### src/rtl/pipelined_adder.sv
`timescale 1ns/1ps
`default_nettype none
// pipelined_adder (rev 1.0): WIDTH-bit add/sub split into WIDTH/SEG registered ripple segments, valid/ready handshake.
// Optional build macro PIPELINED_ADDER_SAT_EN adds a 'sat' input that clamps signed-overflowed results.
module pipelined_adder #(
  parameter int WIDTH = 16,
  parameter int SEG   = 4
) (
  input  logic             clk,
  input  logic             rst_n,
  input  logic             in_valid,
  output logic             in_ready,
  input  logic [WIDTH-1:0] a,
  input  logic [WIDTH-1:0] b,
  input  logic             cin,
  input  logic             sub,
`ifdef PIPELINED_ADDER_SAT_EN
  input  logic             sat,
`endif
  output logic             out_valid,
  input  logic             out_ready,
  output logic [WIDTH-1:0] s,
  output logic             cout,
  output logic             ovf
);

  localparam int STAGES = WIDTH / SEG;
  localparam int LAST   = STAGES - 1;
  localparam int MSB    = WIDTH - 1;
  localparam int PIPE   = (STAGES > 1) ? STAGES - 1 : 1;

  if (SEG < 1 || (WIDTH % SEG) != 0) begin : g_bad_params
    $error("pipelined_adder: WIDTH (%0d) must be a positive multiple of SEG (%0d)", WIDTH, SEG);
  end

  logic [STAGES-1:0]            valid_q, valid_d;
  logic [STAGES-1:0]            carry_q, carry_d;
  logic [STAGES-1:0][WIDTH-1:0] sum_q, sum_d;
  logic [PIPE-1:0][WIDTH-1:0]   a_q, a_d;
  logic [PIPE-1:0][WIDTH-1:0]   b_q, b_d;
  logic                         ovf_q, ovf_d;
`ifdef PIPELINED_ADDER_SAT_EN
  logic [PIPE-1:0]              sat_q, sat_d;
`endif
  logic                         adv;

  assign out_valid = valid_q[LAST];
  assign adv       = !out_valid || out_ready;
  assign in_ready  = adv;
  assign s         = sum_q[LAST];
  assign cout      = carry_q[LAST];
  assign ovf       = ovf_q;

  always_comb begin
    logic [STAGES-1:0][WIDTH-1:0] src_a, src_b, src_s;
    logic [STAGES-1:0]            src_c, src_v;
    logic [SEG-1:0]               seg_s;
    logic                         seg_c;
    logic [WIDTH-1:0]             raw_s;
`ifdef PIPELINED_ADDER_SAT_EN
    logic [STAGES-1:0]            src_sat;
    logic [WIDTH-1:0]             smin;
    src_sat    = '0;
    src_sat[0] = sat;
`endif
    src_a    = '0;
    src_b    = '0;
    src_s    = '0;
    src_c    = '0;
    src_v    = '0;
    src_a[0] = a;
    src_b[0] = sub ? ~b : b;
    src_c[0] = cin ^ sub;
    src_v[0] = in_valid;
    // Stage k>0 sees the registers of stage k-1.
    for (int k = 1; k < STAGES; k++) begin
      src_a[k] = a_q[k-1];
      src_b[k] = b_q[k-1];
      src_s[k] = sum_q[k-1];
      src_c[k] = carry_q[k-1];
      src_v[k] = valid_q[k-1];
`ifdef PIPELINED_ADDER_SAT_EN
      src_sat[k] = sat_q[k-1];
`endif
    end

    seg_s   = '0;
    seg_c   = 1'b0;
    sum_d   = '0;
    carry_d = '0;
    valid_d = '0;
    for (int k = 0; k < STAGES; k++) begin
      {seg_c, seg_s} = {1'b0, src_a[k][k*SEG +: SEG]} + {1'b0, src_b[k][k*SEG +: SEG]}
                     + {{SEG{1'b0}}, src_c[k]};
      sum_d[k]                = src_s[k];
      sum_d[k][k*SEG +: SEG]  = seg_s;
      carry_d[k]              = seg_c;
      valid_d[k]              = src_v[k];
    end

    a_d = '0;
    b_d = '0;
`ifdef PIPELINED_ADDER_SAT_EN
    sat_d = '0;
`endif
    for (int k = 0; k < LAST; k++) begin
      a_d[k] = src_a[k];
      b_d[k] = src_b[k];
`ifdef PIPELINED_ADDER_SAT_EN
      sat_d[k] = src_sat[k];
`endif
    end

    // Overflow and carry always describe the unclamped result.
    raw_s = sum_d[LAST];
    ovf_d = (src_a[LAST][MSB] == src_b[LAST][MSB]) && (raw_s[MSB] != src_a[LAST][MSB]);
`ifdef PIPELINED_ADDER_SAT_EN
    smin = WIDTH'(1) << MSB;
    if (src_sat[LAST] && ovf_d) begin
      sum_d[LAST] = src_a[LAST][MSB] ? smin : ~smin;
    end
`endif
  end

  always_ff @(posedge clk) begin
    if (!rst_n) begin
      valid_q <= '0;
      carry_q <= '0;
      sum_q   <= '0;
      a_q     <= '0;
      b_q     <= '0;
      ovf_q   <= 1'b0;
`ifdef PIPELINED_ADDER_SAT_EN
      sat_q   <= '0;
`endif
    end else if (adv) begin
      valid_q <= valid_d;
      carry_q <= carry_d;
      sum_q   <= sum_d;
      a_q     <= a_d;
      b_q     <= b_d;
      ovf_q   <= ovf_d;
`ifdef PIPELINED_ADDER_SAT_EN
      sat_q   <= sat_d;
`endif
    end
  end

endmodule
`default_nettype wire

### config.mk
export PLATFORM = sky130hd
export DESIGN_NAME = pipelined_adder
export DESIGN_NICKNAME = d
export VERILOG_FILES = /design/src/rtl/pipelined_adder.sv
export SDC_FILE = /design/constraint.sdc
export NUM_CORES = 1
export LEC_CHECK = 0
export BUFFER_PORTS_ARGS = -buffer_cell sky130_fd_sc_hd__buf_4
export CAP_MARGIN = 20
export CORE_MARGIN = 5
export CORE_UTILIZATION = 55
export DETAILED_ROUTE_END_ITERATION = 6
export MAX_ROUTING_LAYER = met4
export PLACE_DENSITY = 0.89
export SLEW_MARGIN = 20
export SYNTH_ARGS = -nofsm -noshare
export SYNTH_HDL_FRONTEND = slang
export SYNTH_SLANG_ARGS = --single-unit
### constraint.sdc
create_clock -name clk -period 2.8 [get_ports clk]
set_input_delay 0.56 -clock clk [delete_from_list [all_inputs] [get_ports clk]]
set_output_delay 0.56 -clock clk [all_outputs]
set_load 0.005 [all_outputs]
==> flow_summary.rst, run 1 <==
.. list-table::
   :header-rows: 1

   * - Metric
     - Value
   * - Worst min-delay path category
     - input port to flip-flop
   * - Top cell family by delay on the critical path
     - buffers and inverters
   * - Number of distinct library cell variants in the gate-level netlist after synthesis
     - 30
   * - Number of nets with antenna violations after detailed routing
     - 0
   * - Antenna violations before repair
     - 0
   * - WS Path Type
     - flip-flop to output pin
   * - Global-route wire length before repair
     - 13,900 um
   * - Required time at the worst-slack endpoint
     - 2.24 ns
   * - Area growth from synthesis to final layout
     - 16.0%
   * - Via count of the first global-routing pass
     - 3,214
   * - Run status
     - complete, no violations
   * - Final count of negative-setup-slack endpoints
     - 0
   * - Setup repair after global routing missed its margin
     - no
   * - Final-layout setup total negative slack
     - 0 ns
   * - Clk sink count
     - 97
   * - Sum of routed wire length over all layers
     - 8210 um
   * - Estimated wirelength of the detail-placed design
     - 5440 um
   * - Relative contribution of the clock network to total power
     - 0.370
   * - Count of final max-slew check failures
     - 0
   * - Worst slew margin relative to its limit
     - 0.456
   * - Number of antenna diodes
     - 0
   * - Crit. End Element
     - output pin
   * - Stage delay of the slowest cell on the critical path
     - 0.37 ns
   * - FMAX
     - 0.475 GHz
   * - Post-route minimum period
     - 2.11 ns
   * - Clock insertion delay at the later pin of the skew report
     - 0.37 ns
   * - Mapped Avg Cell Area
     - 8.65 um^2
   * - Initial DRC count
     - 229
   * - Number of max-cap violations
     - 0
   * - Number of flip-flops and latches in the synthesized netlist
     - 97
   * - # DRC
     - 0
   * - Die width
     - 96.5 um
   * - Number of H-tree branching levels
     - 3
   * - Pre-CTS WS
     - 0.383 ns
   * - Share of total power in combinational logic
     - 0.110
   * - Count of pins on the block boundary
     - 58
   * - Filler instances
     - 594
   * - Mapped Area
     - 4120 um^2
   * - Maximum number of buffers from clock root to sink
     - 2
   * - Standard-cell rows
     - 31
   * - Portion of synthesized cell area occupied by the leading cell type
     - 0.472
   * - Switch share
     - 0.232
   * - Fraction of layout cells with a size suffix above 1
     - 0.181
   * - Number of warnings reported in the yosys synthesis log
     - 0
   * - Critical path cell sequence
     - nor2b_4, clkinv_2, buf_4
   * - Number of buffers added to fix hold violations after cts
     - 0
   * - Register share of total power
     - 0.520
   * - Via density per instance
     - 5.28
   * - Area of the die
     - 9310 um^2
   * - Nets@finish
     - 573
   * - Register area share after synthesis
     - 0.472
   * - Floorplan core area
     - 7250 um^2
   * - Clock Pin Slew Worst Setup and Hold Paths
     - 0.10 ns
   * - Overall fraction of global-route tracks in use
     - 0.195
   * - Dominant cell type by area after synthesis
     - sky130_fd_sc_hd__dfxtp_1
   * - Arrival time of the worst setup path
     - 1.55 ns
   * - Max rail drop VDD
     - 285 uV
   * - Maximum fanout along the worst path
     - 34
   * - Root Buffer
     - sky130_fd_sc_hd__clkbuf_8
   * - Cell leakage power
     - 0.00198 uW
   * - TritonCTS clock tree
     - built
   * - Internal Power
     - 2250 uW
   * - Final Hold Viols
     - 0
   * - Power density normalized to cell area
     - 613 nW/um^2
   * - Psw
     - 680 uW
   * - Wirelength per Cell
     - 13.3 um
   * - Number of port buffers
     - 57
   * - Crit start category
     - flip-flop
   * - Crit path setup slack, layout
     - 0.695 ns
   * - Initial standard-cell utilization of the core
     - 0.567
   * - Final period utilization
     - 0.752
   * - Total congestion overflow after global routing
     - 0
   * - Maximum number of pins on one net before global-route repair
     - 85
   * - Crit path buf inv count
     - 2
   * - Skew final
     - 0.0122 ns
   * - Total number of vias
     - 3,266
   * - Post-cts repair resize count
     - 0
   * - Total clock buffers created by CTS
     - 9
   * - Gate count after technology mapping
     - 476
   * - Weighted congestion reported at the end of routability-driven placement
     - 0.765
   * - Post-CTS setup buffer count
     - 0
   * - Synthesized Nets
     - 534
   * - Synth top area cells
     - sky130_fd_sc_hd__dfxtp_1 47%, sky130_fd_sc_hd__nand2_1 13%, sky130_fd_sc_hd__a21oi_1 10%, sky130_fd_sc_hd__fa_1 3.9%, sky130_fd_sc_hd__ha_1 3.6%
   * - Slew of the pin with the lowest slew margin
     - 0.816 ns
   * - Total iterations of the first detailed-routing run
     - 4
   * - Die Ht
     - 96.5 um
   * - Cell at the slowest stage of the critical path
     - sky130_fd_sc_hd__dfxtp_1
==> placed cells by master (no fill, tap or decap), types with 2 or more instances in the layout <==
cell type / Yosys / routed
sky130_fd_sc_hd__a2111o_1: 4 / 4
sky130_fd_sc_hd__a211oi_1: 6 / 6
sky130_fd_sc_hd__a211oi_2: 10 / 10
sky130_fd_sc_hd__a21o_1: 4 / 4
sky130_fd_sc_hd__a21oi_1: 82 / 82
sky130_fd_sc_hd__buf_4: 2 / 61
sky130_fd_sc_hd__bufinv_16: 0 / 3
sky130_fd_sc_hd__clkbuf_8: 0 / 10
sky130_fd_sc_hd__clkinv_2: 0 / 2
sky130_fd_sc_hd__dfxtp_1: 97 / 97
sky130_fd_sc_hd__fa_1: 8 / 8
sky130_fd_sc_hd__ha_1: 12 / 12
sky130_fd_sc_hd__inv_1: 3 / 3
sky130_fd_sc_hd__nand2_1: 147 / 147
sky130_fd_sc_hd__nand3_1: 11 / 11
sky130_fd_sc_hd__nor2_1: 19 / 19
sky130_fd_sc_hd__o211ai_2: 3 / 3
sky130_fd_sc_hd__o21ai_0: 5 / 5
sky130_fd_sc_hd__xnor2_1: 16 / 16
sky130_fd_sc_hd__xor2_1: 5 / 5
==> per-stage QoR <==
step                      power, uW  cells  utilization  instance area (um^2)  hold slack, ns
after global routing           3050    619        0.658                  4770           0.444
after floorplan                1760    476            -                  4120           0.432
after global placement         1850    603        0.625                  4530           0.439
after CTS                      2940    619        0.658                  4770           0.431
after detailed placement       1870    603        0.625                  4530           0.445
final                          2930    619        0.658                  4770           0.435
==> logic make-up after synthesis <==
group                      synth area share
adders and majority gates            0.0754
buffers and inverters                0.0502
AOI/OAI and AO/OA                     0.185
and+or+nand+nor                       0.173
DFF                                   0.472
xor gates and xnor gates             0.0447
==> metal layers <==
layer | part of all wire | track usage | wire (um) | up-vias
met1 | 0.46 | 0.238 | 3750 | 1504
met5 | 0 | - | 0 | -
met4 | 0.023 | 0.0970 | 187 | 0
met3 | 0.040 | 0.0248 | 330 | 16
met2 | 0.48 | 0.318 | 3940 | 76
li1 | - | - | - | 1670
==> sequential cells by signal, summed over array words and instances, names as in the netlist <==
register and flops:
b_d 20, s 16, a_q 4, ovf 1, b_q 4, sum_d 24
carry_q 4, a_d 20, valid_q 4
==> worst paths after layout <==
kind	to	startpoint	cells past startpoint	slack, ns
hold reg to reg	s[10]	s[10]	2	0.46
setup reg to reg	carry_q[3]	carry_q[2]	5	1.02
hold / removal	a_d[31]	a[15]	3	0.44
setup / recovery	in_ready	valid_q[3]	3	0.69
==> cells in the mapped netlist <==
library cell                  n
sky130_fd_sc_hd__a211oi_1     6
sky130_fd_sc_hd__o211ai_2     3
sky130_fd_sc_hd__a211oi_2    10
sky130_fd_sc_hd__a2111o_1     4
sky130_fd_sc_hd__buf_6        4
sky130_fd_sc_hd__nor2b_4      1
sky130_fd_sc_hd__a311o_1      1
sky130_fd_sc_hd__o211ai_1     1
sky130_fd_sc_hd__buf_1        1
sky130_fd_sc_hd__nand2_1    147
sky130_fd_sc_hd__nand4b_1     1
sky130_fd_sc_hd__or2_1        1
sky130_fd_sc_hd__a2111oi_2    1
sky130_fd_sc_hd__o21ai_0      5
sky130_fd_sc_hd__inv_1        3
sky130_fd_sc_hd__nor2b_1      1
sky130_fd_sc_hd__xnor2_1     16
sky130_fd_sc_hd__a2111oi_0    1
sky130_fd_sc_hd__fa_1         8
sky130_fd_sc_hd__buf_4        2
sky130_fd_sc_hd__a21o_1       4
sky130_fd_sc_hd__inv_2        2
sky130_fd_sc_hd__nand3_1     11
sky130_fd_sc_hd__xor2_1       5
sky130_fd_sc_hd__dfxtp_1     97
sky130_fd_sc_hd__nor2_1      19
sky130_fd_sc_hd__clkbuf_1     9
sky130_fd_sc_hd__ha_1        12
sky130_fd_sc_hd__a21oi_1     82
sky130_fd_sc_hd__buf_2       18
==> power groups by stage <==
stage	Sequential (uW)	Combinational (uW)	Clock [uW]
floorplan	1540	217	0
global placement	1550	303	0
detailed placement	1550	318	0
CTS	1520	322	1090
global route	1530	366	1150
finish	1520	321	1080
==> cell type report <==
cell class / count / area [um^2] / share of cell area
Inverter: 5 / 20.0 / 0.00419
Clock inverter: 5 / 103 / 0.0215
Multi-Input combinational cell: 340 / 1970 / 0.412
Tap cell: 99 / 124 / 0.0259
Sequential cell: 97 / 1940 / 0.407
Timing Repair Buffer: 62 / 478 / 0.100
Clock buffer: 11 / 141 / 0.0296
==> worst register-to-register path, stage by stage, from the launching register on <==
cell	delay, ns
sky130_fd_sc_hd__dfxtp_1	0.34
sky130_fd_sc_hd__fa_1	0.48
sky130_fd_sc_hd__fa_1	0.43
sky130_fd_sc_hd__a21o_1	0.20
sky130_fd_sc_hd__a21oi_1	0.14
sky130_fd_sc_hd__a21oi_1	0.08
Power figures use the tool's default switching activity.
==> run 2, diff against run 1 <==
--- a/config.mk
+++ b/config.mk
@@ -5,13 +5,14 @@
 export SDC_FILE = /design/constraint.sdc
 export NUM_CORES = 1
 export LEC_CHECK = 0
+export ABC_AREA = 1
 export BUFFER_PORTS_ARGS = -buffer_cell sky130_fd_sc_hd__buf_4
 export CAP_MARGIN = 20
 export CORE_MARGIN = 5
-export CORE_UTILIZATION = 55
+export CORE_UTILIZATION = 51
 export DETAILED_ROUTE_END_ITERATION = 6
 export MAX_ROUTING_LAYER = met4
-export PLACE_DENSITY = 0.89
+export PLACE_DENSITY = 0.87
 export SLEW_MARGIN = 20
 export SYNTH_ARGS = -nofsm -noshare
 export SYNTH_HDL_FRONTEND = slang
==> constraint.sdc (replaced) <==
create_clock -name clk -period 1.8 [get_ports clk]
set_input_delay 0.36 -clock clk [delete_from_list [all_inputs] [get_ports clk]]
set_output_delay 0.36 -clock clk [all_outputs]
set_load 0.005 [all_outputs]
==> run 2 against run 1 <==
Die area increased by 6.6%. Setup slack got worse by 0.60 ns. Area after synthesis decreased by 0.43%. First-iteration DRC count decreased by 10%. Global-route usage decreased by 1.2 points. Non-clock buffer count increased by 8. Register-to-register slack got worse by 0.86 ns. Final cell count increased by 5.0%. Clock skew decreased by 0.0031 ns. Wire length increased by 3.7%. Hold slack got worse by 0.21 ns. Synthesized cell count increased by 4.2%. Highest routed layer unchanged.
==> flow_summary.rst, run 2 <==
.. list-table::
   :header-rows: 1

   * - Metric
     - Value
   * - Clk sink count
     - 97
   * - Number of antenna diodes
     - 0
   * - Sum of routed wire length over all layers
     - 8510 um
   * - Filler instances
     - 696
   * - Floorplan core area
     - 7770 um^2
   * - Crit path buf inv count
     - 3
   * - Pre-CTS WS
     - -0.101 ns
   * - Initial DRC count
     - 205
   * - Number of nets with antenna violations after detailed routing
     - 0
   * - Area taken by multi-input logic gates
     - 1840 um^2
   * - Total congestion overflow after global routing
     - 0
   * - Initial standard-cell utilization of the core
     - 0.528
   * - Launching element of the worst setup path
     - valid_q[3]
   * - Crit start category
     - flip-flop
   * - Via count of the first global-routing pass
     - 3,281
   * - Worst hold margin
     - 0.229 ns
   * - Reg-to-Reg Start
     - carry_q[2]
   * - Leading post-synthesis cells by instance count
     - 138 x sky130_fd_sc_hd__nor2_1, 97 x sky130_fd_sc_hd__dfxtp_1, 80 x sky130_fd_sc_hd__o21ai_0
   * - Synth Flop Type
     - sky130_fd_sc_hd__dfxtp_1
   * - Most instantiated library cell after synthesis
     - sky130_fd_sc_hd__nor2_1
   * - Number of warnings reported in the yosys synthesis log
     - 0
   * - Final count of negative-setup-slack endpoints
     - 0
   * - Number of max-cap violations
     - 0
   * - Number of flip-flops and latches in the synthesized netlist
     - 97
   * - Arrival time of the worst setup path
     - 1.34 ns
   * - Mapped Avg Cell Area
     - 8.26 um^2
   * - Critical path cell sequence
     - inv_1, nor2_4, inv_2, buf_4
   * - Post-route minimum period
     - 1.70 ns
   * - Standard-cell rows
     - 32
   * - Die Ht
     - 99.6 um
   * - Fraction of layout cells with a size suffix above 1
     - 0.166
   * - Cell leakage power
     - 0.00228 uW
   * - Switch share
     - 0.246
   * - Run status
     - complete, no violations
   * - Final Hold Viols
     - 0
   * - Overall fraction of global-route tracks in use
     - 0.183
   * - Dominant cell type by area after synthesis
     - sky130_fd_sc_hd__dfxtp_1
   * - Seq. cell area
     - 1940 um^2
   * - Antenna violations before repair
     - 0
   * - Relative contribution of the clock network to total power
     - 0.320
   * - Mapped Area
     - 4100 um^2
   * - Psw
     - 1080 uW
   * - Crit path setup slack, layout
     - 0.0989 ns
   * - Number of buffers added to fix hold violations after cts
     - 0
   * - Cell at the slowest stage of the critical path
     - sky130_fd_sc_hd__inv_2
   * - Number of enable flip-flop cells after synthesis
     - 0
   * - Clock insertion delay at the later pin of the skew report
     - 0.37 ns
   * - Post-cts repair resize count
     - 0
   * - Root Buffer
     - sky130_fd_sc_hd__clkbuf_8
   * - Estimated wirelength of the detail-placed design
     - 6170 um
   * - Share of total power in combinational logic
     - 0.128
   * - FMAX
     - 0.588 GHz
   * - Via density per instance
     - 5.12
   * - Count of pins on the block boundary
     - 58
   * - Worst Hold Path Cells
     - 3
   * - Count of final max-slew check failures
     - 0
   * - Internal Power
     - 3300 uW
   * - Setup repair after global routing missed its margin
     - no
   * - Levels on crit path
     - 4
   * - Final period utilization
     - 0.945
   * - TritonCTS clock tree
     - built
   * - Skew final
     - 0.00913 ns
   * - Max FFs per register
     - 24
   * - Post-CTS setup buffer count
     - 0
   * - Startpoint of the lowest-slack hold path
     - a[10]
   * - Register area share after synthesis
     - 0.474
   * - Wirelength per Cell
     - 13.1 um
   * - # DRC
     - 0
   * - Maximum fanout along the worst path
     - 23
   * - Number of cells on the worst reg-to-reg path
     - 6
   * - Crit. End Element
     - output pin
   * - Global-route wire length before repair
     - 14,400 um
   * - Top cell family by delay on the critical path
     - buffers and inverters
   * - Max rail drop VDD
     - 529 uV
   * - Area growth from synthesis to final layout
     - 15.9%
   * - Power density normalized to cell area
     - 920 nW/um^2
   * - Die width
     - 99.6 um
   * - Total clock buffers created by CTS
     - 9
   * - Stage delay of the slowest cell on the critical path
     - 0.33 ns
   * - Number of H-tree branching levels
     - 3
   * - Clock Pin Slew Worst Setup and Hold Paths
     - 0.08 ns
   * - Required time at the worst-slack endpoint
     - 1.44 ns
   * - Synthesized Nets
     - 554
   * - WS Path Type
     - flip-flop to output pin
   * - Number of distinct library cell variants in the gate-level netlist after synthesis
     - 21
   * - Post-synth ARST share
     - 0
   * - Worst min-delay path category
     - input port to flip-flop
   * - Worst slew margin relative to its limit
     - 0.698
   * - Total iterations of the first detailed-routing run
     - 4
   * - Portion of synthesized cell area occupied by the leading cell type
     - 0.474
   * - Gate count after technology mapping
     - 496
   * - Nets@finish
     - 602
   * - Weighted congestion reported at the end of routability-driven placement
     - 0.882
   * - Number of port buffers
     - 57
   * - Most common cell after layout, fill and taps aside
     - sky130_fd_sc_hd__nor2_1
   * - Total number of vias
     - 3,326
   * - Top library cells by usage in the layout, fill and taps aside
     - 138 x sky130_fd_sc_hd__nor2_1, 97 x sky130_fd_sc_hd__dfxtp_1, 79 x sky130_fd_sc_hd__o21ai_0
   * - Area of the die
     - 9930 um^2
   * - Register share of total power
     - 0.552
   * - Slew of the pin with the lowest slew margin
     - 0.452 ns
   * - Maximum number of pins on one net before global-route repair
     - 83
   * - Maximum number of buffers from clock root to sink
     - 2
   * - Synth top area cells
     - sky130_fd_sc_hd__dfxtp_1 47%, sky130_fd_sc_hd__nor2_1 13%, sky130_fd_sc_hd__o21ai_0 9.8%, sky130_fd_sc_hd__a21oi_1 4.4%, sky130_fd_sc_hd__fa_1 3.9%
run 2: cell types whose count changed after synthesis, moves of 13 or more:
cell                      previous run  this run
sky130_fd_sc_hd__o21ai_0             5        80
sky130_fd_sc_hd__o21ai_1             0        13
sky130_fd_sc_hd__inv_1               3        20
sky130_fd_sc_hd__a21oi_1            82        36
sky130_fd_sc_hd__nand2_1           147        17
sky130_fd_sc_hd__nor2_1             19       138
run 2: metal layers:
| metal | track usage | vias to the layer above | wire length (um) | part of all wire |
|---|---|---|---|---|
| li1 | - | 1704 | - | - |
| met1 | 0.212 | 1525 | 3600 | 0.42 |
| met2 | 0.308 | 83 | 4310 | 0.51 |
| met3 | 0.0309 | 14 | 448 | 0.053 |
| met4 | 0.0882 | 0 | 163 | 0.019 |
| met5 | - | - | 0 | 0 |
run 2: metrics by stage:
stage / cells / power, uW / util / setup TNS [ns] / area [um^2]
3_3_place_gp: 635 / 2970 / 0.586 / -0.0103 / 4550
2_1_floorplan: 496 / 2800 / - / -0.110 / 4130
3_5_place_dp: 635 / 3020 / 0.586 / -0.230 / 4550
5_1_grt: 650 / 4580 / 0.612 / 0 / 4750
4_1_cts: 650 / 4390 / 0.611 / 0 / 4750
6_report: 650 / 4370 / 0.612 / 0 / 4750
run 2: kinds of logic after synthesis:
| logic type | count (synthesis) | share of synthesized area |
|---|---|---|
| and+or+nand+nor | 175 | 0.167 |
| AOI/OAI and AO/OA | 129 | 0.158 |
| DFF | 97 | 0.474 |
| buffers and inverters | 54 | 0.0809 |
| xor gates and xnor gates | 21 | 0.0449 |
| adders and majority gates | 20 | 0.0757 |
run 2: tightest hold or removal path, cell delays in order:
cell and delay [ns]:
sky130_fd_sc_hd__buf_4 0.08, sky130_fd_sc_hd__o21ai_1 0.05, sky130_fd_sc_hd__nor2_1 0.07
run 2: cell type report:
cell class | count | area share
multi-input cells | 345 | 0.388
clock buffers | 12 | 0.0327
clock inverters | 3 | 0.00843
inverters | 21 | 0.0166
well taps | 102 | 0.0269
flip-flops and latches | 97 | 0.409
repair buffers | 70 | 0.119
run 2: path summary, 6_finish.rpt:
check               endpoint  slack, ns
setup / recovery    in_ready        0.1
hold / removal       a_d[26]       0.23
setup reg to reg  carry_q[3]       0.16
hold reg to reg      b_d[40]       0.46
run 2: power groups by stage:
stage                     registers [uW]  clock network (uW)  logic [uW]
final                               2410                1400         560
after global routing                2430                1510         642
after CTS                           2410                1420         564
after detailed placement            2460                   0         560
after global placement              2450                   0         523
after floorplan                     2440                   0         367
